### src/rtl/bus_arbiter.sv
// -----------------------------------------------------------------------------
// bus_arbiter
// Shares the single memory bus port between instruction fetch (IF) and the
// load/store unit (LS). Each transaction walks IDLE -> REQ -> WAIT -> IDLE.
// A frontend flush drops an in-flight fetch; a starvation guard forces IF to
// win after STARVE_LIMIT back-to-back LS grants taken while IF was waiting.
//
// state | meaning
// ------+-------------------------------------------------------------
// IDLE  | no transaction; arbitrate between eligible requesters
// REQ   | bus_req_valid high, owner's fields on the bus until accepted
// WAIT  | request accepted, waiting for bus_resp_valid
//
// Ports
//   i_clk, i_rst            clock, async active-high reset
//   i_flush                 frontend redirect, kills IF request/response
//   i_if_req_*/o_if_*       fetch request (valid/addr) and ready/response
//   i_ls_req_*/o_ls_*       load/store request (valid/addr/we/wdata/be),
//                           ready and response
//   o_bus_req_*/i_bus_*     bus request fields, bus ready and response
//   o_arb_busy              high whenever a transaction is in progress
// -----------------------------------------------------------------------------
module bus_arbiter #(
    parameter int ADDR_W       = 32,
    parameter int DATA_W       = 32,
    parameter int STARVE_LIMIT = 4
) (
    input  logic                i_clk,
    input  logic                i_rst,
    input  logic                i_flush,

    input  logic                i_if_req_valid,
    input  logic [ADDR_W-1:0]   i_if_req_addr,
    output logic                o_if_req_ready,
    output logic                o_if_resp_valid,
    output logic [DATA_W-1:0]   o_if_resp_data,

    input  logic                i_ls_req_valid,
    input  logic [ADDR_W-1:0]   i_ls_req_addr,
    input  logic                i_ls_req_we,
    input  logic [DATA_W-1:0]   i_ls_req_wdata,
    input  logic [DATA_W/8-1:0] i_ls_req_be,
    output logic                o_ls_req_ready,
    output logic                o_ls_resp_valid,
    output logic [DATA_W-1:0]   o_ls_resp_data,

    output logic                o_bus_req_valid,
    output logic [ADDR_W-1:0]   o_bus_req_addr,
    output logic                o_bus_req_we,
    output logic [DATA_W-1:0]   o_bus_req_wdata,
    output logic [DATA_W/8-1:0] o_bus_req_be,
    input  logic                i_bus_req_ready,
    input  logic                i_bus_resp_valid,
    input  logic [DATA_W-1:0]   i_bus_resp_data,

    output logic                o_arb_busy
);

    localparam int         BE_W     = DATA_W / 8;
    localparam logic [2:0] LIMIT    = 3'(STARVE_LIMIT);
    localparam logic       OWNER_IF = 1'b0;
    localparam logic       OWNER_LS = 1'b1;

    typedef enum logic [1:0] {
        S_IDLE = 2'd0,
        S_REQ  = 2'd1,
        S_WAIT = 2'd2
    } state_t;

    state_t     r_state;
    logic       r_owner;
    logic       r_drop;
    logic [2:0] r_starve_cnt;

    logic w_if_elig;
    logic w_ls_elig;
    logic w_grant_if;

    // A fetch raised in the same cycle as a flush is already stale.
    assign w_if_elig  = i_if_req_valid & ~i_flush;
    assign w_ls_elig  = i_ls_req_valid;
    // LS has priority unless IF has been passed over STARVE_LIMIT times.
    assign w_grant_if = w_if_elig & (~w_ls_elig | (r_starve_cnt == LIMIT));

    always_ff @(posedge i_clk or posedge i_rst) begin
        if (i_rst) begin
            r_state      <= S_IDLE;
            r_owner      <= OWNER_IF;
            r_drop       <= 1'b0;
            r_starve_cnt <= 3'd0;
        end else begin
            case (r_state)
                S_IDLE: begin
                    if (w_if_elig || w_ls_elig) begin
                        r_state <= S_REQ;
                        r_drop  <= 1'b0;
                        r_owner <= w_grant_if ? OWNER_IF : OWNER_LS;
                        if (w_grant_if) begin
                            r_starve_cnt <= 3'd0;
                        end else if (w_if_elig && (r_starve_cnt < LIMIT)) begin
                            r_starve_cnt <= r_starve_cnt + 3'd1;
                        end
                    end
                end
                S_REQ: begin
                    // The bus request cannot be retracted, so a flushed fetch
                    // still runs to completion but is marked for discard.
                    if ((r_owner == OWNER_IF) && i_flush) begin
                        r_drop <= 1'b1;
                    end
                    if (i_bus_req_ready) begin
                        r_state <= S_WAIT;
                    end
                end
                S_WAIT: begin
                    if ((r_owner == OWNER_IF) && i_flush) begin
                        r_drop <= 1'b1;
                    end
                    if (i_bus_resp_valid) begin
                        r_state <= S_IDLE;
                    end
                end
                default: begin
                    r_state <= S_IDLE;
                end
            endcase
        end
    end

    // Outputs decode directly from state so that an async reset clears them
    // in the same cycle.
    always_comb begin
        o_if_req_ready  = 1'b0;
        o_if_resp_valid = 1'b0;
        o_if_resp_data  = '0;
        o_ls_req_ready  = 1'b0;
        o_ls_resp_valid = 1'b0;
        o_ls_resp_data  = '0;
        o_bus_req_valid = 1'b0;
        o_bus_req_addr  = '0;
        o_bus_req_we    = 1'b0;
        o_bus_req_wdata = '0;
        o_bus_req_be    = '0;
        o_arb_busy      = (r_state != S_IDLE);

        if (r_state == S_REQ) begin
            o_bus_req_valid = 1'b1;
            if (r_owner == OWNER_LS) begin
                o_bus_req_addr  = i_ls_req_addr;
                o_bus_req_we    = i_ls_req_we;
                o_bus_req_wdata = i_ls_req_wdata;
                o_bus_req_be    = i_ls_req_be;
                o_ls_req_ready  = i_bus_req_ready;
            end else begin
                o_bus_req_addr  = i_if_req_addr;
                o_bus_req_be    = {BE_W{1'b1}};
                // Withholding ready keeps the frontend's request pending so
                // it is re-issued once the flushed transaction drains.
                o_if_req_ready  = i_bus_req_ready & ~r_drop & ~i_flush;
            end
        end

        if ((r_state == S_WAIT) && i_bus_resp_valid) begin
            if (r_owner == OWNER_LS) begin
                o_ls_resp_valid = 1'b1;
                o_ls_resp_data  = i_bus_resp_data;
            end else if (!r_drop && !i_flush) begin
                o_if_resp_valid = 1'b1;
                o_if_resp_data  = i_bus_resp_data;
            end
        end
    end

    // Requesters must hold valid until accepted. A flushed fetch may be
    // withdrawn, since the frontend is redirecting.
    a_ls_hold: assert property (@(posedge i_clk) disable iff (i_rst)
        (i_ls_req_valid && !o_ls_req_ready) |=> i_ls_req_valid);

    a_if_hold: assert property (@(posedge i_clk) disable iff (i_rst)
        (i_if_req_valid && !o_if_req_ready && !i_flush) |=> i_if_req_valid);

endmodule

### config.mk
export PLATFORM = sky130hd
export DESIGN_NAME = bus_arbiter
export DESIGN_NICKNAME = d
export VERILOG_FILES = /design/src/rtl/bus_arbiter.sv
export SDC_FILE = /design/constraint.sdc
export NUM_CORES = 1
export LEC_CHECK = 0
export CAP_MARGIN = 15
export CORE_AREA = 2 2 108 110
export DETAILED_ROUTE_END_ITERATION = 10
export DIE_AREA = 0 0 110 112
export GPL_TIMING_DRIVEN = 0
export PLACE_DENSITY = 0.59
export SKIP_CTS_REPAIR_TIMING = 1
export SYNTH_ARGS = -nofsm -noshare
export SYNTH_HDL_FRONTEND = slang
export SYNTH_SLANG_ARGS = --single-unit
export TNS_END_PERCENT = 20
### constraint.sdc
create_clock -name i_clk -period 2.9 [get_ports i_clk]
set_input_delay 0.87 -clock i_clk [delete_from_list [all_inputs] [get_ports i_clk]]
set_output_delay 0.87 -clock i_clk [all_outputs]
set_load 0.01 [all_outputs]
== Word-level counts from Yosys, hierarchy flattened ==
Index checks and enable logic that the tools add are counted.

* Flip-flop bits (word level): 7
* Word-level logic and storage cells: 71
* Input port bits: 140

* Reductions and logical operators: 16
* Bitwise logic cells: 9
* Equal/unequal tests: 7
* Mux-type cells: 33
* $lt $le $gt $ge: 1
* Add/sub/neg operators: 1

{| class="wikitable"
|+ Operators with widths
! cell !! count
|-
| $mux W32 || 9
|-
| $mux W1 || 15
|-
| $reduce_and A3 Y1 || 3
|-
| $mux W4 || 2
|-
| $mux W2 || 3
|-
| $mux W3 || 2
|-
| $ne A2 B2 Y1 const B || 3
|-
| $pmux W2 S3 || 1
|-
| $reduce_bool A2 Y1 || 3
|-
| $and A1 B1 Y1 || 4
|-
| $logic_and A1 B1 Y1 || 4
|-
| $not A1 Y1 || 4
|-
| $add A3 B1 Y3 const B || 1
|-
| $eq A3 B3 Y1 const B || 1
|-
| $lt A3 B3 Y1 const B || 1
|-
| $eq A2 B1 Y1 const B || 1
|-
| $eq A2 B2 Y1 const B || 1
|-
| $logic_not A1 Y1 || 2
|-
| $logic_not A2 Y1 || 1
|-
| $ne A2 B1 Y1 const B || 1
|-
| $pmux W1 S2 || 1
|-
| $reduce_and A2 Y1 || 1
|-
| $reduce_or A2 Y1 || 1
|-
| $logic_or A1 B1 Y1 || 1
|-
| $or A1 B1 Y1 || 1
|}

== Depth between registers and ports, before layout ==
* Word-level depth: 5
* Depth in mapped cells: 6
* Depth with buffers taken out: 5

== Worst setup path after synthesis ==
Ideal clock, no wire load.

* Path type: input to output
* Start point: input i_flush
* End point: output o_if_resp_data[10]
* Data required time: 2.030 ns
* Stages: 3
* Arrival: 1.552 ns
* Setup slack: 0.478 ns
* Buffers on the path: 1
* Cells stage by stage: nor4_4 -> clkbuf_1 -> and2_1

* Word-level cells in the longest chain between the ends: 5

{| class="wikitable"
|+ Ends and longest elaborated chain
! item !! RTL line !! RTL
|-
| from (decl) || 30 || <nowiki>input logic i_flush,</nowiki>
|-
| $logic_not A1 Y1 || 167 || <nowiki>end else if (!r_drop && !i_flush) begin</nowiki>
|-
| $logic_and A1 B1 Y1 || 167 ||
|-
| $mux W32 || 167 ||
|-
| $mux W32 || 164 || <nowiki>if (r_owner == OWNER_LS) begin</nowiki>
|-
| $mux W32 || 163 || <nowiki>if ((r_state == S_WAIT) && i_bus_resp_valid) begin</nowiki>
|-
| to (decl) || 36 || <nowiki>output logic [DATA_W-1:0] o_if_resp_data,</nowiki>
|}

Every way passes these cells.

== Worst setup path after layout ==
* Start point: input i_ls_req_addr[13]
* End point: output o_bus_req_addr[13]

* Word-level cells in the longest chain between the ends: 2

{| class="wikitable"
|+ Ends and longest elaborated chain
! item !! RTL line !! RTL
|-
| from (decl) || 39 || <nowiki>input logic [ADDR_W-1:0] i_ls_req_addr,</nowiki>
|-
| $mux W32 || 148 || <nowiki>if (r_owner == OWNER_LS) begin</nowiki>
|-
| $mux W32 || 146 || <nowiki>if (r_state == S_REQ) begin</nowiki>
|-
| to (decl) || 48 || <nowiki>output logic [ADDR_W-1:0] o_bus_req_addr,</nowiki>
|}

Every way passes these cells.

==> impl_metrics.csv <==
group,metric,value,unit
outcome,status,"finished with violations",
outcome,violations,"negative setup slack",
logic_synthesis,synth-main-ff-cell,"dfrtp_1",
detailed_routing,vias,2733,
cells_and_area,final_cell_count_no_fill,668,
placed_design,port_buffers,278,
timing,timing.setup.tns,-605.8,ps
logic_synthesis,ys_seq_area_frac,0.09770,
logic_synthesis,synth_area,1793,um2
clock_network,insertion_delay,230,ps
critical_path,crit_type,"in -> out",
clock_network,cts_sinks,7,
grt,grt_use_total,0.1528,
grt,grt_pass1_wl,14.74,mm
critical_path,r2r_cells,5,
timing,fin_ws,-75.89,ps
critical_path,cp_common_cell,"clkdlybuf4s50_1",
timing,max_freq,336.0,MHz
detailed_routing,drc_errors,0,
clock_network,root_buffer,"clkbuf_16",
detailed_routing,ant_nets,0,
logic_synthesis,synth_nets,385,
die,fp.dieH,112,um
detailed_routing,avgRoutedWirePerCell,15.67,um
clock_network,cts_buffer_depth,2,
critical_path,r2r_end,"r_state[0]$_DFFE_PP0P_",
critical_path,cp_max_fo,1,
grt,antenna_found_initial,0,
critical_path,endpoint_kind,"output port",
worst_hold_path,whs_path_depth,1,
critical_path,cp.arrival,2110,ps
die,start_util,0.1605,
logic_synthesis,yosys.area.top_type_share,0.2233,
worst_hold_path,holdPathEnd,"r_starve_cnt[1]$_DFFE_PP0P_",
placed_design,routabilityCongestion,0.7908,
cells_and_area,layout_common_cells,"clkdlybuf4s50_1 (180), dlymetal6s2s_1 (93), and2_1 (64)",
timing,period_needed,2976,ps
pwr,p_leak,0.003796,uW
logic_synthesis,ys_top_cells_by_area,"and2_1 (22%), mux2i_1 (18%), and3_1 (12%)",
clock_network,cts_tree,"done",
timing,final_hold_viol_count,0,
logic_synthesis,yosysWarningCount,0,
placed_design,place_inst,659,
logic_synthesis,synth_cells,238,
timing,relSlewSlack,0.7645,
grt,grt-ovfl-total,0,
detailed_routing,drt-total-wl,10.47,mm
critical_path,slowest_stage,"clkdlybuf4s50_1",
worst_hold_path,worstHoldStart,"r_starve_cnt[1]$_DFFE_PP0P_",
detailed_routing,vias_per_cell,4.091,
logic_synthesis,synth_edf_count,0,
critical_path,slowest_delay,540,ps
cells_and_area,layout_commonest_cell,"clkdlybuf4s50_1",
worst_hold_path,hold_class,"reg -> reg",
logic_synthesis,synth_area_per_cell,7.533,um2
grt,grt_max_degree,11,
logic_synthesis,synth-seq-cells,7,
clock_network,numCtsBuffers,3,
die,core,11170,um2
cells_and_area,final_util,0.4605,
critical_path,required,2030,ps
cells_and_area,area_growth,187.0,%
detailed_routing,drtPass1Iterations,4,
pwr,peakVddDrop,0.0003090,V
die,die_w,110,um
cells_and_area,num-nets-final,673,
logic_synthesis,async_flop_share,1.000,
run,maxCapViolCount,0,
pwr,p_per_area,516.6,nW/um2
die,core.rowCount,39,
logic_synthesis,ys_types,33,
cells_and_area,fillers,1079,
timing,tightest_slew,352.5,ps
detailed_routing,drtIter0Drc,87,
critical_path,rrSetupSlack,1280,ps
clock_network,path_clk_slew,40,ps
placed_design,post-dp-hpwl,8.708,mm
critical_path,start_kind,"input port",
cells_and_area,diodes,0,
logic_synthesis,yosysTopAreaCell,"and2_1",
cells_and_area,drive_above_1_share,0.08762,
die,io_pins,279,
timing,fin_skew,0.3635,ps
critical_path,path_cells,"clkdlybuf4s50_1 -> mux2i_1 -> nor2b_1 -> clkdlybuf4s50_1",
timing,rsz0062_at_grt,"true",
timing,fin_crit_sh,1.026,
timing,setup_viol_count_final,17,
critical_path,r2r-start,"r_state[0]$_DFFE_PP0P_",
clock_network,htreeDepth,1,
timing,final-max-slew-violation-count,0,
die,die_area,12320,um2
grt,grt_pass1_vias,2741,
-- layout make-up --
class,instances,area [um2],area share
clock buffer,4,78.83,0.01532
inverter,10,37.54,0.007294
sequential,7,175.2,0.03404
timing repair buffer,283,3028,0.5884
tap,143,178.9,0.03477
buffer,22,163.9,0.03185
multi-input combinational,199,1484,0.2884
-- sequential cells by signal, summed over array words and instances, names as in the netlist --
name	cells
r_drop	1
r_owner	1
r_starve_cnt	3
r_state	2
-- worst max-delay path by stage --
| stage | startpoint | to | slack (ps) | cells after the start |
|---|---|---|---|---|
| detailed placement | i_flush | o_if_resp_data[15] | -910 | 5 |
| floorplan | i_flush | o_if_resp_data[10] | 480 | 3 |
| global placement | i_flush | o_if_resp_data[15] | -880 | 5 |
| global route | i_ls_req_addr[13] | o_bus_req_addr[13] | -140 | 4 |
| finish | i_ls_req_addr[13] | o_bus_req_addr[13] | -80 | 4 |
| CTS | i_flush | o_if_resp_data[15] | -910 | 5 |
-- cells by family (layout without fill, tap and decap cells) --
logic type | count (synthesis) | after routing | synth area share
compound gates | 11 | 11 | 0.05722
fa+ha+maj | 7 | 7 | 0.04885
buf+inv | 32 | 319 | 0.08025
flops | 7 | 7 | 0.09770
mux | 35 | 35 | 0.2017
simple gates | 146 | 146 | 0.5143
-- report_power, final --
part	leakage, uW	switching (uW)	internal (uW)
clock	0.0000382	55.1	183
sequential	0.0000879	44.2	140
combinational	0.00367	951	1290
-- through the flow --
| stage | total power, uW | hold slack (ps) | instance area, um2 | worst slack (ps) |
|---|---|---|---|---|
| 6_report | 2659 | 536.7 | 5146 | -75.89 |
| 5_1_grt | 2866 | 578.5 | 5146 | -137.8 |
| 4_1_cts | 2677 | 546.5 | 4833 | -905.2 |
| 3_5_place_dp | 2415 | 537.7 | 4755 | -905.2 |
| 3_3_place_gp | 2389 | 511.0 | 4755 | -881.2 |
| 2_1_floorplan | 1258 | 491.7 | 1793 | 478.3 |
-- metal layers --
metal | vias to the layer above | share of wire | global-route usage
met5 | - | 0 | 0
met4 | 0 | 0.0082 | 0.02363
met3 | 10 | 0.098 | 0.03747
met2 | 139 | 0.54 | 0.2986
met1 | 1222 | 0.36 | 0.1634
li1 | 1362 | - | -
-- critical path: cells and delay by family --
kind,cells,cell delay (ps)
AND/OR/NAND/NOR,1,120
buffers and inverters,2,1040
multiplexers,1,80
-- cell usage after synthesis, drive strengths merged, types with 2 or more instances --
cell type	count
buf	5
inv	10
mux2	3
and3	35
a21boi	4
mux2i	32
ha	7
clkbuf	17
nand2	3
nor4	2
dfrtp	7
nor2b	35
and2	64
Power figures use the tool's default switching activity.
